===== config.mk =====
export PLATFORM = sky130hd
export DESIGN_NAME = country_demand_detector
export DESIGN_NICKNAME = d
export VERILOG_FILES = /design/src/rtl/country_demand_detector_pkg.sv /design/src/rtl/country_demand_detector_sense_debounce.sv /design/src/rtl/country_demand_detector.sv
export SDC_FILE = /design/constraint.sdc
export NUM_CORES = 1
export LEC_CHECK = 0
export ABC_AREA = 0
export CAP_MARGIN = 5
export CORE_MARGIN = 2
export CORE_UTILIZATION = 45
export CTS_CLUSTER_DIAMETER = 120
export CTS_CLUSTER_SIZE = 24
export DETAILED_ROUTE_END_ITERATION = 7
export SETUP_SLACK_MARGIN = 0.15
export SLEW_MARGIN = 40
export SYNTH_ARGS = -nofsm -noshare
export SYNTH_HDL_FRONTEND = slang
export SYNTH_HIERARCHICAL = 1
export SYNTH_SLANG_ARGS = --single-unit

===== constraint.sdc =====
create_clock -name CLK -period 3.9 [get_ports CLK]
set_input_delay 0.78 -clock CLK [delete_from_list [all_inputs] [get_ports CLK]]
set_output_delay 0.78 -clock CLK [all_outputs]
set_load 0.005 [all_outputs]

===== src/rtl/country_demand_detector_pkg.sv =====
// Shared types and default parameters for the country-road demand detector
// and the traffic-light controller that consumes its outputs.
package country_demand_detector_pkg;

    typedef enum logic [1:0] {
        RED    = 2'b00,
        GREEN  = 2'b01,
        YELLOW = 2'b10
    } light_state_e;

    typedef enum logic [1:0] {
        IDLE   = 2'b00,
        WAIT   = 2'b01,
        PULSE  = 2'b10,
        SERVED = 2'b11
    } det_state_e;

    localparam int unsigned DEF_DEBOUNCE  = 4;
    localparam int unsigned DEF_THRESH    = 3;
    localparam int unsigned DEF_MAX_WAIT  = 200;
    localparam int unsigned DEF_PULSE_LEN = 8;
    localparam int unsigned DEF_SERVE_TO  = 1024;
    localparam int unsigned DEF_CNT_W     = 4;

    function automatic int unsigned max_u(input int unsigned a, input int unsigned b);
        return (a > b) ? a : b;
    endfunction

endpackage


===== src/rtl/country_demand_detector_sense_debounce.sv =====
// Two-flop synchroniser plus disagreement-count debouncer for the loop sensor;
// emits the clean level and a one-cycle strobe on its rising transition.
module sense_debounce
    import country_demand_detector_pkg::*;
#(
    parameter int unsigned DEBOUNCE = DEF_DEBOUNCE
) (
    input  logic clk,
    input  logic rst_n,
    input  logic car_sense,
    output logic sense_clean,
    output logic sense_rise
);

    localparam int unsigned DB_W = $clog2(DEBOUNCE) + 1;

    if (DEBOUNCE < 1) begin : g_debounce_chk
        $error("DEBOUNCE must be at least 1");
    end

    logic            sync_q1;
    logic            sync_q2;
    logic [DB_W-1:0] db_cnt;

    always_ff @(posedge clk) begin
        if (!rst_n) begin
            sync_q1     <= 1'b0;
            sync_q2     <= 1'b0;
            db_cnt      <= '0;
            sense_clean <= 1'b0;
            sense_rise  <= 1'b0;
        end else begin
            sync_q1    <= car_sense;
            sync_q2    <= sync_q1;
            sense_rise <= 1'b0;
            // Any agreement restarts the count, so short glitches never flip the level.
            if (sync_q2 == sense_clean) begin
                db_cnt <= '0;
            end else if (db_cnt == DB_W'(DEBOUNCE - 1)) begin
                sense_clean <= ~sense_clean;
                sense_rise  <= ~sense_clean;
                db_cnt      <= '0;
            end else begin
                db_cnt <= db_cnt + DB_W'(1);
            end
        end
    end

endmodule


===== src/rtl/country_demand_detector.sv =====
// Country-road demand detector: debounces the loop sensor, counts queued cars
// and issues one bounded service-request pulse per country-light service cycle.
module country_demand_detector
    import country_demand_detector_pkg::*;
#(
    parameter int unsigned DEBOUNCE  = DEF_DEBOUNCE,
    parameter int unsigned THRESH    = DEF_THRESH,
    parameter int unsigned MAX_WAIT  = DEF_MAX_WAIT,
    parameter int unsigned PULSE_LEN = DEF_PULSE_LEN,
    parameter int unsigned SERVE_TO  = DEF_SERVE_TO,
    parameter int unsigned CNT_W     = DEF_CNT_W
) (
    input  logic             CLK,
    input  logic             RST_N,
    input  logic             CAR_SENSE,
    input  logic [1:0]       COUNTRYLIGHT,
    output logic             COUNTRY_PULSE,
    output logic [CNT_W-1:0] COUNTRY_TRAFFIC,
    output logic             SENSE_CLEAN
);

    localparam int unsigned TMR_MAX = max_u(max_u(MAX_WAIT, PULSE_LEN), max_u(SERVE_TO, DEBOUNCE));
    localparam int unsigned TMR_W   = $clog2(TMR_MAX) + 1;

    if (THRESH > (2 ** CNT_W) - 1) begin : g_thresh_chk
        $error("THRESH exceeds the COUNTRY_TRAFFIC range");
    end

    det_state_e       state;
    logic [1:0]       prev_light;
    logic             car_event;
    logic             green_entry_c;
    logic             seen_green;
    logic [TMR_W-1:0] wait_tmr;
    logic [TMR_W-1:0] pulse_tmr;
    logic [TMR_W-1:0] serve_tmr;

    sense_debounce #(
        .DEBOUNCE (DEBOUNCE)
    ) u_sense_debounce (
        .clk         (CLK),
        .rst_n       (RST_N),
        .car_sense   (CAR_SENSE),
        .sense_clean (SENSE_CLEAN),
        .sense_rise  (car_event)
    );

    assign green_entry_c = (prev_light != GREEN) && (COUNTRYLIGHT == GREEN);

    // Queue counter: green entry clears first, a coincident car then counts as one.
    always_ff @(posedge CLK) begin
        if (!RST_N) begin
            prev_light      <= RED;
            COUNTRY_TRAFFIC <= '0;
        end else begin
            prev_light <= COUNTRYLIGHT;
            if (green_entry_c) begin
                COUNTRY_TRAFFIC <= car_event ? CNT_W'(1) : '0;
            end else if (car_event && (COUNTRY_TRAFFIC != {CNT_W{1'b1}})) begin
                COUNTRY_TRAFFIC <= COUNTRY_TRAFFIC + CNT_W'(1);
            end
        end
    end

    // Request FSM: one pulse per service cycle, re-armed after GREEN then RED or a timeout.
    always_ff @(posedge CLK) begin
        if (!RST_N) begin
            state         <= IDLE;
            COUNTRY_PULSE <= 1'b0;
            seen_green    <= 1'b0;
            wait_tmr      <= '0;
            pulse_tmr     <= '0;
            serve_tmr     <= '0;
        end else begin
            case (state)
                IDLE: begin
                    if (COUNTRY_TRAFFIC != '0) begin
                        state    <= WAIT;
                        wait_tmr <= '0;
                    end
                end
                WAIT: begin
                    wait_tmr <= wait_tmr + TMR_W'(1);
                    if ((COUNTRY_TRAFFIC >= CNT_W'(THRESH)) ||
                        (wait_tmr == TMR_W'(MAX_WAIT - 1))) begin
                        state         <= PULSE;
                        pulse_tmr     <= '0;
                        COUNTRY_PULSE <= 1'b1;
                    end else if (COUNTRY_TRAFFIC == '0) begin
                        state <= IDLE;
                    end
                end
                PULSE: begin
                    if (pulse_tmr == TMR_W'(PULSE_LEN - 1)) begin
                        state         <= SERVED;
                        COUNTRY_PULSE <= 1'b0;
                        serve_tmr     <= '0;
                        seen_green    <= 1'b0;
                    end else begin
                        pulse_tmr <= pulse_tmr + TMR_W'(1);
                    end
                end
                SERVED: begin
                    serve_tmr <= serve_tmr + TMR_W'(1);
                    if (green_entry_c) begin
                        seen_green <= 1'b1;
                    end
                    if ((seen_green && (COUNTRYLIGHT == RED)) ||
                        (serve_tmr == TMR_W'(SERVE_TO - 1))) begin
                        state      <= IDLE;
                        seen_green <= 1'b0;
                    end
                end
                default: state <= IDLE;
            endcase
        end
    end

endmodule


== Yosys cells after proc, flatten, opt, wreduce, memory -nomap -nowiden ==
Cells that the tools add are included.
W data, S select, Z words.

* Bitwise operators: 4
* Divide/modulo/power cells: 0
* Multiply operators: 0
* Eq/ne operators: 18
* Muxes and demuxes: 22
* Reductions and logical operators: 22
* Shift-type cells: 0
* Order comparisons: 1
* Add/sub/neg operators: 5

{| class="wikitable"
|+ Operator list
! operator !! number
|-
| $pmux W11 S2 || 3
|-
| $mux W11 || 4
|-
| $add A11 B1 Y11 const B || 3
|-
| $eq A11 B10 Y1 const B || 1
|-
| $eq A11 B3 Y1 const B || 1
|-
| $eq A11 B8 Y1 const B || 1
|-
| $mux W2 || 5
|-
| $ne A2 B2 Y1 const B || 5
|-
| $reduce_and A3 Y1 || 3
|-
| $mux W4 || 2
|-
| $pmux W2 S4 || 1
|-
| $reduce_bool A2 Y1 || 4
|-
| $ne A3 B3 Y1 const B || 2
|-
| $reduce_and A2 Y1 || 3
|-
| $reduce_or A3 Y1 || 2
|-
| $mux W1 || 5
|-
| $add A4 B1 Y4 const B || 1
|-
| $eq A2 B1 Y1 const B || 2
|-
| $eq A2 B2 Y1 const B || 2
|-
| $ge A4 B2 Y1 const B || 1
|-
| $logic_not A2 Y1 || 2
|-
| $logic_not A4 Y1 || 1
|-
| $ne A4 B4 Y1 const B || 1
|-
| $not A1 Y1 || 4
|-
| 9 further kinds || 13
|}

* Memories kept: 0
* Latch bits: 0
* Bits in read-only memories: 0
* RAM bits: 0
* Word-level logic and storage cells: 85
* Output and inout bits: 6
* Bits of input ports: 5
* Register bits after elaboration: 50

== Longest topological paths before layout ==
Gate-level depths: netlist of the first run.

* Depth in word-level cells: 5
* Mapped depth: 6
* Depth with buffers taken out: 6

== Cells and area by module ==
The synthesis of the first run kept the hierarchy.

{| class="wikitable"
|+ Modules (own cells, without submodules)
! module !! seq. area each (um^2) !! area an instance (um^2) !! cells an instance !! instances
|-
| country_demand_detector || 860.8 || 2,225.9 || 268 || 1
|-
| sense_debounce || 140.1 || 247.7 || 19 || 1
|}

== Least setup slack after synthesis of the first run ==
No wires, ideal clock.

* Kind: register to register
* Start point: reg pulse_tmr[7]
* End point: reg serve_tmr[2]
* Library setup time: 0.070 ns
* Data arrival time: 1.893 ns
* Stages on the path, launching flop included: 7
* Setup slack: 1.936 ns
* Buffers on the path: 2
* Path through: dfxtp_1 > or4_1 > buf_2 > o31a_1 > buf_6 > or4_1 > a21oi_1

* Cells in the longest elaborated chain, start to end: 3

{| class="wikitable"
|+ RTL lines
! element !! RTL line !! text
|-
| from (decl) || country_demand_detector.sv:35 || <nowiki>logic [TMR_W-1:0] pulse_tmr;</nowiki>
|-
| from (signal assigned) || country_demand_detector.sv:100 || <nowiki>pulse_tmr <= pulse_tmr + TMR_W'(1);</nowiki>
|-
| $eq A11 B3 Y1 || country_demand_detector.sv:94 || <nowiki>if (pulse_tmr == TMR_W'(PULSE_LEN - 1)) begin</nowiki>
|-
| $ne A2 B2 Y1 (no line) || - ||
|-
| $reduce_and A2 Y1 (no line) || - ||
|-
| to (signal assigned) || country_demand_detector.sv:104 || <nowiki>serve_tmr <= serve_tmr + TMR_W'(1);</nowiki>
|-
| to (decl) || country_demand_detector.sv:36 || <nowiki>logic [TMR_W-1:0] serve_tmr;</nowiki>
|}

Every way passes these cells.
A chain may end at the register's enable or synchronous reset.

== Worst setup path after layout of the first run ==
* Start point: reg pulse_tmr[7]
* End point: reg serve_tmr[3]

Same word-level chain as after synthesis.

==> results.cfg, run 1 <==
[outcome]
status = finished, final reports clean

[synth]
ys_seq_area_share_pct = 40.5
synth-seq-cells = 50
synth-edff-count = 0
synthDistinctLibCells = 51
syn_area_mm2 = 0.00247
yosys_warnings = 6
syn_inst = 287
post_synth.cell_area_avg_um2 = 8.62
async_flop_share_pct = 0
ys.flop_type = dfxtp_1
synth_nets = 299

[worst_setup_path]
path_class = reg -> reg
cp_common_cell = or4_1
max_stage_delay_ns = 0.65
cp.arrival_ns = 2.44
crit_required_ns = 4.13
worst_setup_path_end_kind = flop
cp_slowest_cell = or4_1
crit_chain = or4_1 > o31a_1 > or4_1 > a21oi_1
crit_fanout = 12
r2r-start = pulse_tmr[7]$_SDFFE_PN0P_
crit_start = pulse_tmr[7]$_SDFFE_PN0P_
critPathLaunchType = flop

[timing]
hold_viol = 0
setup_tns_ns = 0
tightest_slew_ns = 0.740
fin_skew_ns = 0.00468
rsz0062_at_grt = false
finalMaxSlewViolations = 0
max-slew-margin-rel_pct = 50.3
clock.fmax_mhz = 454
setup_violations = 0
period_share_pct = 56.5
min_period_ns = 2.20
setup_slack_ns = 1.70

[route]
drt_iter0_drc = 94
postRouteWirelength_mm = 4.88
first_pass_iters = 4
wl_per_cell_um = 13.4
drt-vias-per-instance = 5.62
ant_nets = 0
num_vias = 2044
route.detailed.drc = 0

[global_routing]
grt_pass1_wl_mm = 8.80
grt_pass1_vias = 1911
grt-ovfl-total = 0
antenna_found_initial = 0
grt_use_total_pct = 17.6
grt_max_degree = 24

[clock_tree]
clock_sinks = 50
cts_max_level = 2
cts_resized = 0
cts_root_buf = clkbuf_8
worstSkewPairLatency_ns = 0.30
cts.clk_slew.worst_paths_ns = 0.09
cts_tree = built
clk_path_buf_depth = 2
cts_setup_buffers = 0
cts_buffers = 5
cts_hold_buf = 0

[worst_hold_path]
hold_path_class = reg -> reg
worstHoldStart = u_sense_debounce/db_cnt[0]$_SDFF_PP0_

[floorplan]
fp-row-count = 26
ios = 11
fp.dieH_um = 78.1
fp.dieW_um = 78.1
initial_utilization_pct = 47.5
die_area_mm2 = 0.00611
core-area_mm2 = 0.00520

[power]
p_clk_share_pct = 40.5
p_comb_share_pct = 2.5
finalPower_w = 0.000901
power_frac_seq_pct = 57.0
p_leak_nw = 0.907
p_sw_w = 0.000187
sw_frac_of_total_pct = 20.8
vdd_drop_max_v = 0.000174
power_density_mw_per_mm2 = 331
p_int_w = 0.000714

[placement]
gp_congestion = 0.741
place_area_mm2 = 0.00262
portBuffers = 10
dp_hpwl_mm = 3.43
dp_worst_setup_slack_ns = 1.58

[final_layout]
drive_above_1_share_pct = 4.08
num_antenna_cells = 0
fin_nets = 305
mostFrequentLayoutCells = dfxtp_1 (50), nand2_1 (23), nor2_1 (18)
layout_commonest_cell = dfxtp_1
final_util_pct = 52.4
area_growth_syn_to_layout_pct = 10.2
fin_area_mm2 = 0.00273

[flow_run]
cap_violations = 0
[cell families (layout without fill, tap and decap cells)]
logic type	count (synthesis)	after routing	share of synthesized area, %
AOI/OAI and AO/OA	66	66	18.6
xor gates and xnor gates	9	9	3.19
adders and majority gates	7	7	3.54
buffers and inverters	26	33	4.30
DFF	50	50	40.5
muxes	6	6	2.43
and+or+nand+nor	123	123	27.5
[final timing paths]
kind,to,slack [ns],cells after the start
worst max register to register,serve_tmr[3]$_SDFFE_PN0P_,1.70,4
worst min-delay path,u_sense_debounce/db_cnt[0]$_SDFF_PP0_,0.44,1
worst max-delay path,serve_tmr[3]$_SDFFE_PN0P_,1.70,4
worst min register to register,u_sense_debounce/db_cnt[0]$_SDFF_PP0_,0.44,1
[worst max-delay path: cells and delay by family, from the launching register on]
kind	cells	cell delay, ns
flops	1	0.35
compound gates	2	0.63
simple gates	2	1.16
[sequential cells by signal, indices dropped and copies added, names as in the netlist, named ones only]
register                      flops
COUNTRY_PULSE                     1
COUNTRY_TRAFFIC                   4
prev_light                        2
pulse_tmr                        11
seen_green                        1
serve_tmr                        11
state                             1
u_sense_debounce/db_cnt           3
u_sense_debounce/sense_clean      1
u_sense_debounce/sense_rise       1
u_sense_debounce/sync_q1          1
u_sense_debounce/sync_q2          1
wait_tmr                         11
[cell type report]
type | count | area (µm²)
multi-input cells | 211 | 1370
well taps | 70 | 87.6
clock buffers | 6 | 72.6
inverters | 14 | 52.6
clock inverters | 2 | 37.5
repair buffers | 11 | 108
fillers | 504 | 2480
flip-flops and latches | 50 | 1000
[power groups by stage]
stage | logic [W] | clock network [W] | registers (W)
after floorplan | 0.0000141 | 0 | 0.000525
after global placement | 0.0000226 | 0 | 0.000525
after detailed placement | 0.0000232 | 0 | 0.000525
after CTS | 0.0000232 | 0.000379 | 0.000513
after global routing | 0.0000256 | 0.000396 | 0.000514
final | 0.0000228 | 0.000365 | 0.000513
[layer usage]
layer  wire length (µm)  part of all wire [%]  track usage [%]
met1               2500                    51             24.0
met2               2210                    45             27.8
met3                123                   2.5             3.45
met4                 45                  0.92             6.14
met5                  0                     0                0
[stage by stage]
step                      cells  hold WS, ns
after floorplan             287        0.408
after global placement      356        0.417
after detailed placement    356        0.426
after CTS                   364        0.441
after global routing        364        0.471
final                       364        0.439
[cell usage after synthesis, types with 6 or more instances]
library cell	n	area [µm²]
dfxtp_1	50	1000
nand2_1	23	86.3
nor2_1	18	67.6
inv_1	14	52.6
nand3_1	13	65.1
o21ai_0	12	60.1
clkbuf_1	10	37.5
a21oi_1	9	45.0
or3_1	9	56.3
a21boi_0	8	60.1
nand2b_1	8	50.1
or4_1	8	60.1
ha_1	7	87.6
o211ai_1	7	52.6
xnor2_1	7	61.3
and3_1	6	37.5
mux2i_1	6	60.1
nor2b_1	6	37.5
nor3_1	6	30.0
nor4_1	6	37.5
Note: power is estimated with default switching activity, not from simulation.
==> inputs of run 2 (changes only) <==
==> constraint.sdc (replaced) <==
create_clock -name CLK -period 2.2 [get_ports CLK]
set_input_delay 0.44 -clock CLK [delete_from_list [all_inputs] [get_ports CLK]]
set_output_delay 0.44 -clock CLK [all_outputs]
set_load 0.005 [all_outputs]
==> results.cfg, run 2 (same netlist as run 1, synthesis figures left out) <==
[power]
vdd_drop_max_v = 0.000413
p_clk_share_pct = 40.4
p_int_w = 0.00127
power_frac_seq_pct = 56.7
p_sw_w = 0.000334
power_density_mw_per_mm2 = 566
p_leak_nw = 0.964
p_comb_share_pct = 2.9
sw_frac_of_total_pct = 20.8

[placement]
portBuffers = 10
dp_cells = 366
place_area_mm2 = 0.00269
dp_hpwl_mm = 3.46
gp_congestion = 0.767

[clock_tree]
cts_max_level = 2
cts.clk_slew.worst_paths_ns = 0.10
cts_buffers = 5
clk_path_buf_depth = 2
cts_root_buf = clkbuf_8
clock_sinks = 50
worstSkewPairLatency_ns = 0.31
cts_tree = built

[global_routing]
grt_pass1_vias = 1911
grt_pass1_wl_mm = 8.58
grt_max_degree = 19
grt_use_total_pct = 17.3
antenna_found_initial = 0
grt-ovfl-total = 0

[worst_hold_path]
hold_end = u_sense_debounce/db_cnt[0]$_SDFF_PP0_
min_path_cells = 1
hold_path_class = reg -> reg
worstHoldStart = u_sense_debounce/db_cnt[0]$_SDFF_PP0_

[worst_setup_path]
r2r_slack_ns = 0.23
r2r-start = pulse_tmr[3]$_SDFFE_PN0P_
crit_required_ns = 2.41
critPathLaunchType = flop
path_class = reg -> reg
crit_fanout = 6
reg2reg_depth = 4
r2r-end = COUNTRY_PULSE$_SDFFE_PN0P_
worst_setup_path_end_kind = flop
cp.arrival_ns = 2.18

[timing]
clock.fmax_mhz = 507
hold_viol = 0
tightest_slew_ns = 0.430
rsz0062_at_grt = false
finalMaxSlewViolations = 0
fin_hold_ws_ns = 0.437
setup_violations = 0
fin_skew_ns = 0.00987
min_period_ns = 1.97
period_share_pct = 89.7
max-slew-margin-rel_pct = 71.3
setup_tns_ns = 0

[final_layout]
drive_above_1_share_pct = 8.17
mostFrequentLayoutCells = dfxtp_1 (50), nand2_1 (23), nor2_1 (18)
top_regs = pulse_tmr (11), serve_tmr (11), wait_tmr (11)
instances_no_fill = 376
layout_commonest_cell = dfxtp_1
num_antenna_cells = 0
fin_nets = 317
area_growth_syn_to_layout_pct = 14.7
fin_area_mm2 = 0.00284
nFillCells = 503

[route]
wl_per_cell_um = 13.8
drt_iter0_drc = 120
drt-vias-per-instance = 5.65
postRouteWirelength_mm = 5.18
first_pass_iters = 4
num_vias = 2125
ant_nets = 0
route.detailed.drc = 0

[floorplan]
initial_utilization_pct = 47.5
fp.dieW_um = 78.1
core-area_mm2 = 0.00520
die_area_mm2 = 0.00611
fp-row-count = 26
fp.dieH_um = 78.1
ios = 11

[flow_run]
cap_violations = 0

[outcome]
status = finished, final reports clean
run 2: timing repair:
item / 4_1_cts / 5_1_grt
resized for setup: 1 / 3
pin swaps: 0 / 2
setup buffers: 0 / 0
hold buffers: 0 / 0
endpoints found under the setup margin: 1 / 9
gates cloned: 0 / 2
run 2: power by group through the flow:
stage | sequential (W) | combinational [W] | clock [W]
after detailed placement | 0.000931 | 0.0000456 | 0
final | 0.000910 | 0.0000462 | 0.000649
after CTS | 0.000910 | 0.0000456 | 0.000668
after global placement | 0.000931 | 0.0000450 | 0
after floorplan | 0.000931 | 0.0000250 | 0
after global routing | 0.000911 | 0.0000511 | 0.000700
run 2: final cells by class:
| cell class | count | area (µm²) | area share, % |
|---|---|---|---|
| multi-input cells | 213 | 1410 | 49.6 |
| clock inverters | 1 | 30.0 | 1.06 |
| clock buffers | 7 | 76.3 | 2.69 |
| inverters | 14 | 52.6 | 1.85 |
| flip-flops and latches | 50 | 1000 | 35.3 |
| well taps | 70 | 87.6 | 3.09 |
| repair buffers | 21 | 183 | 6.44 |
run 2: worst max-delay path by stage:
| stage | from | end | depth (start not counted) |
|---|---|---|---|
| finish | pulse_tmr[3]$_SDFFE_PN0P_ | COUNTRY_PULSE$_SDFFE_PN0P_ | 4 |
| global route | pulse_tmr[7]$_SDFFE_PN0P_ | serve_tmr[8]$_SDFFE_PN0P_ | 6 |
| CTS | pulse_tmr[7]$_SDFFE_PN0P_ | serve_tmr[4]$_SDFFE_PN0P_ | 4 |
| detailed placement | pulse_tmr[7]$_SDFFE_PN0P_ | serve_tmr[7]$_SDFFE_PN0P_ | 4 |
| global placement | pulse_tmr[7]$_SDFFE_PN0P_ | serve_tmr[4]$_SDFFE_PN0P_ | 4 |
| floorplan | pulse_tmr[7]$_SDFFE_PN0P_ | serve_tmr[2]$_SDFFE_PN0P_ | 6 |
run 2: metal layers:
layer | routed length (µm) | track usage (%) | up-vias
met1 | 2610 | 23.3 | 984
met2 | 2320 | 27.2 | 33
li1 | - | - | 1101
met3 | 172 | 3.45 | 7
met5 | 0 | 0 | -
met4 | 68 | 7.19 | 0
run 2: per-stage QoR:
stage                     setup slack, ns  utilization, %  total power, W
after global routing                0.153            54.5         0.00166
after global placement              0.203            51.7        0.000976
final                               0.226            54.5         0.00160
after detailed placement            0.167            51.7        0.000977
after floorplan                     0.236               -        0.000956
after CTS                           0.155            53.8         0.00162
run 2: worst max-delay path, stage by stage (launching register included):
cell     delay [ns]
dfxtp_1        0.35
or4_4          0.57
buf_4          0.18
o41a_1         0.51
a22o_1         0.27
